--- src/rtl/bp_pkg.sv ---
// Shared branch-predictor types and constants.
package bp_pkg;

  // Two-bit saturating direction counter.
  typedef logic [1:0] ctr2_t;

  localparam ctr2_t CTR_SNT   = 2'b00;
  localparam ctr2_t CTR_WNT   = 2'b01;
  localparam ctr2_t CTR_WT    = 2'b10;
  localparam ctr2_t CTR_ST    = 2'b11;
  localparam ctr2_t CTR_RESET = CTR_WNT;

  // Global history register width; the gshare index must match it.
  localparam int GHR_W = 8;

endpackage : bp_pkg

--- src/rtl/bp_sat_ctr2.sv ---
// Next-state function for a 2-bit saturating counter (shared by PHT-style tables).
module bp_sat_ctr2
  import bp_pkg::*;
(
  input  ctr2_t ctr_i,
  input  logic  taken_i,
  output ctr2_t ctr_o
);

  // Step toward taken/not-taken, clamping at the ends.
  always_comb begin
    ctr_o = ctr_i;
    if (taken_i) begin
      if (ctr_i != CTR_ST) ctr_o = ctr_i + 2'b01;
    end else begin
      if (ctr_i != CTR_SNT) ctr_o = ctr_i - 2'b01;
    end
  end

endmodule : bp_sat_ctr2

--- src/rtl/gshare_pht.sv ---
// gshare pattern history table: PC^GHR-indexed 2-bit counters with a
// registered lookup port, a training port and a saturating mispredict counter.
// The table lives in flops so the asynchronous reset can clear every entry.
module gshare_pht
  import bp_pkg::*;
#(
  parameter int INDEX_W = 8,
  parameter int PC_W    = 32
) (
  input  logic               clk,
  input  logic               rst,
  input  logic [GHR_W-1:0]   ghr,
  input  logic               lk_valid,
  input  logic [PC_W-1:0]    lk_pc,
  output logic               pred_valid,
  output logic               pred_taken,
  output logic [INDEX_W-1:0] pred_index,
  input  logic               upd_valid,
  input  logic [INDEX_W-1:0] upd_index,
  input  logic               upd_taken,
  input  logic               upd_mispredict,
  output logic [15:0]        mispred_cnt
);

  localparam int DEPTH = 1 << INDEX_W;

  ctr2_t              tbl_q [DEPTH];
  ctr2_t              upd_ctr_d;
  logic [INDEX_W-1:0] lk_idx;

  logic               pred_valid_q;
  logic               pred_taken_q;
  logic [INDEX_W-1:0] pred_index_q;
  logic [15:0]        mispred_cnt_q;
  logic [15:0]        mispred_cnt_d;

  // PC bits [1:0] are word-offset bits and carry no branch identity.
  assign lk_idx = lk_pc[INDEX_W+1:2] ^ ghr;

  bp_sat_ctr2 u_sat_ctr2 (
    .ctr_i   (tbl_q[upd_index]),
    .taken_i (upd_taken),
    .ctr_o   (upd_ctr_d)
  );

  // Counter table: train the addressed entry; reset drops any coincident update.
  always_ff @(posedge clk or posedge rst) begin
    if (rst) begin
      for (int i = 0; i < DEPTH; i++) tbl_q[i] <= CTR_RESET;
    end else if (upd_valid) begin
      tbl_q[upd_index] <= upd_ctr_d;
    end
  end

  // Registered prediction; reads the pre-update table, so a same-cycle
  // write to the same index is not forwarded.
  always_ff @(posedge clk or posedge rst) begin
    if (rst) begin
      pred_valid_q <= 1'b0;
      pred_taken_q <= 1'b0;
      pred_index_q <= '0;
    end else begin
      pred_valid_q <= lk_valid;
      if (lk_valid) begin
        pred_taken_q <= tbl_q[lk_idx][1];
        pred_index_q <= lk_idx;
      end
    end
  end

  // Mispredict counter next state: saturate at all-ones, never wrap.
  always_comb begin
    mispred_cnt_d = mispred_cnt_q;
    if (upd_valid && upd_mispredict && (mispred_cnt_q != 16'hFFFF))
      mispred_cnt_d = mispred_cnt_q + 16'd1;
  end

  // Mispredict counter register.
  always_ff @(posedge clk or posedge rst) begin
    if (rst) mispred_cnt_q <= '0;
    else     mispred_cnt_q <= mispred_cnt_d;
  end

  assign pred_valid  = pred_valid_q;
  assign pred_taken  = pred_taken_q;
  assign pred_index  = pred_index_q;
  assign mispred_cnt = mispred_cnt_q;

endmodule : gshare_pht
--- config.mk ---
export PLATFORM = sky130hd
export DESIGN_NAME = gshare_pht
export DESIGN_NICKNAME = d
export VERILOG_FILES = /design/src/rtl/bp_pkg.sv /design/src/rtl/bp_sat_ctr2.sv /design/src/rtl/gshare_pht.sv
export SDC_FILE = /design/constraint.sdc
export NUM_CORES = 2
export LEC_CHECK = 0
export BUFFER_PORTS_ARGS = -buffer_cell sky130_fd_sc_hd__buf_4
export CELL_PAD_IN_SITES_DETAIL_PLACEMENT = 0
export CELL_PAD_IN_SITES_GLOBAL_PLACEMENT = 1
export CORE_UTILIZATION = 50
export DETAILED_ROUTE_END_ITERATION = 6
export GPL_TIMING_DRIVEN = 0
export PLACE_DENSITY = 0.9
export SYNTH_ARGS = -nofsm -noshare
export SYNTH_HDL_FRONTEND = slang
export SYNTH_SLANG_ARGS = --single-unit
--- constraint.sdc ---
create_clock -name clk -period 20.4 [get_ports clk]
set_clock_uncertainty 0.05 [all_clocks]
set_input_delay 1.02 -clock clk [delete_from_list [all_inputs] [get_ports clk]]
set_output_delay 1.02 -clock clk [all_outputs]
set_load 0.1 [all_outputs]
==> qor.yml <==
cells_and_area:
  drive_gt1_share_pct: 28.9
  final_common_cell: "nand2_1"
  fin_cells: 3763
  final_cell_mix: "966 x nand2_1, 282 x dfrtp_1, 275 x o21ai_0"
  syn2layout_area_growth_pct: 12.1
  final_core_util_pct: 57.1
  final_nets: 3017
min_path:
  min_path_type: "input port to async pin"
setup_path:
  crit_required_ns: 20.83
  critPathArrivalTime_ns: 5.98
  crit_fanout: 10
  crit_family: "buffers and inverters"
  cpMaxStageDelayCell: "buf_2"
  worst-setup-path-type: "input port to register"
  critPathLaunchType: "input port"
  slowest_delay_ns: 0.58
  crit_buf_inv: 6
  cp-end-kind: "register"
  path_cells: "buf_4 > buf_4 > buf_2 > buf_2 > mux4_2 > mux2i_1 > o22ai_1 > a311oi_1 > nand4_1 > nor4_4 > maj3_2 > buf_4 > buf_2 > o21ai_0"
sta:
  worstMarginPinSlew_ns: 1.57
  finalHoldViolations: 0
  hold_slack_ns: 0.404
  period_needed_ns: 5.55
  slew_headroom_pct: -4.71
  rsz0062_at_grt: "no"
  setup_viol: 0
  fmax_mhz: 180
  finalSetupTns_ns: 0
  fin_crit_sh_pct: 27.2
  finalMaxSlewViolations: 66
floorplan:
  die_width_um: 240
  fp-row-count: 86
  start_util_pct: 50.9
  dieArea_um2: 57400
  chipHeight_um: 240
  design.core.area_um2: 55400
  io_pins: 80
synth:
  synth-main-ff-cell: "dfrtp_1"
  ys_ff_latch: 538
  synth_async_sr_flop_share_pct: 100
  synthTopCellsByArea: "dfrtp_1 25%, dfstp_2 24%, nand2_1 13%"
  synthesis.area_um2: 28200
  avgSynthCellArea_um2: 9.93
  seq_area_frac_synth_pct: 48.8
  ys_warn_count: 0
  synth_adder_area_share_pct: 0.133
  synth_compound_area_share_pct: 16.9
  synth_simple_gate_area_share_pct: 16.8
  yosys.area.top_type: "dfrtp_1"
  synth_cell_type_count: 69
  synth_edf_count: 0
  synth_mux_area_share_pct: 12.2
  synth_top_area_share_pct: 25.0
  synth_xor_area_share_pct: 0.838
  synth_top_family_by_area: "compound AO/OA/AOI/OAI gates"
  synth_fp_nets: 2898
  synthCells: 2843
routing:
  dr.pass1.iters: 7
  drt_iter0_markers: 3512
  drc: 2
  wire_per_inst_um: 30.8
  vias: 24500
  wl_um: 116000
  via_per_inst: 6.51
  detail-route-antenna-nets: 0
cts:
  ctsResizeCount: 0
  cts.sinks: 538
  root_buffer: "clkbuf_16"
  clk_path_buf_depth: 3
  cts_hold_buf: 0
  cts.clk_slew.worst_paths_ns: 0.06
  cts_setup_buffers: 0
  numCtsBuffers: 58
  cts_tree: "yes"
  ctsHtreeMaxLevel: 2
  clk_latency_ns: 0.68
status:
  violations: "design-rule violations, max-capacitance violations, max-slew violations"
  status: "finished, violations left"
power_and_ir_drop:
  total_power_w: 0.00274
  power_per_cell_area_nw_per_um2: 86.5
  ir_drop_uv: 81.6
  p_leak_nw: 12.1
grt:
  grt_pass1_wl_um: 165000
  track_usage_pct: 41.0
  first_global_vias: 23500
  antenna_found_initial: 4
  gr-total-overflow: 0
  grt_max_degree: 139
place:
  place_inst: 3650
  numPortBuffers: 49
  routabilityCongestion: 1.03
  hpwlAfterDp_um: 80300
run:
  max_cap_violations: 10
[sequential cells by signal, summed over array words and instances, names as in the netlist]
name         count
pred_valid       1
tbl_q          512
pred_taken       1
mispred_cnt     16
pred_index       8
[power by group]
part / internal, W / switching (W)
clock network: 0.000580 / 0.000472
registers: 0.00114 / 0.0000444
logic: 0.000132 / 0.000366
total: 0.00185 / 0.000883
[metrics by stage]
| step | instance area (µm²) | setup slack [ns] |
|---|---|---|
| 6_report | 31600 | 14.85 |
| 3_5_place_dp | 29800 | 14.57 |
| 2_1_floorplan | 28200 | 4.72 |
| 3_3_place_gp | 29500 | -0.772 |
| 5_1_grt | 31600 | 15.03 |
| 4_1_cts | 31600 | 15.19 |
[path summary, 6_finish.rpt]
kind / slack, ns / to / depth (start not counted) / from
hold reg to reg: 0.42 / tbl_q[320] / 2 / tbl_q[320]
setup reg to reg: 16.40 / tbl_q[177] / 10 / tbl_q[68]
max in group asynchronous: 18.29 / tbl_q[337] / 4 / rst
setup / recovery: 14.85 / tbl_q[409] / 14 / upd_index[1]
hold / removal: 0.40 / tbl_q[161] / 2 / rst
min in group clk: 0.41 / pred_valid / 1 / lk_valid
[per-layer routing]
layer	GRT usage (%)	routed length, µm
met1	53.2	43600
met2	57.5	47900
met3	13.7	15000
met4	28.6	9330
met5	0	10
[area by class of cell]
type,count,area (µm²)
inverters,5,26.3
well taps,748,936
repair buffers,59,558
flip-flops and latches,538,13800
fillers,4803,23800
clock inverters,20,198
diodes,3,7.51
clock buffers,90,1670
plain buffers,194,1190
multi-input cells,2106,13300
[synthesized netlist by cell type (all sizes together) (4+ instances only)]
master and count:
a211oi 8, a21oi 100, a221oi 4, a22o 8
a22oi 23, a31oi 6, and2 6, and4 5
and4b 4, buf 105, clkbuf 89, dfrtp 282
dfstp 256, inv 5, mux2 8, mux2i 90
mux4 109, nand2 966, nand2b 10, nand3 16
nand3b 5, nand4 13, nor2 29, nor2b 12
nor3 17, nor4 36, nor4b 6, o211ai 9
o21ai 516, o22ai 36, or3b 5, xnor2 20
xor2 7
[cells by family after synthesis]
family / count (synthesis)
flip-flops: 538
AO/OA/AOI/OAI: 722
buffers and inverters: 199
AND/OR/NAND/NOR: 1147
adder cells (fa/ha/maj): 3
multiplexers: 207
XOR/XNOR: 27
Note: power is estimated with default switching activity, not from simulation.
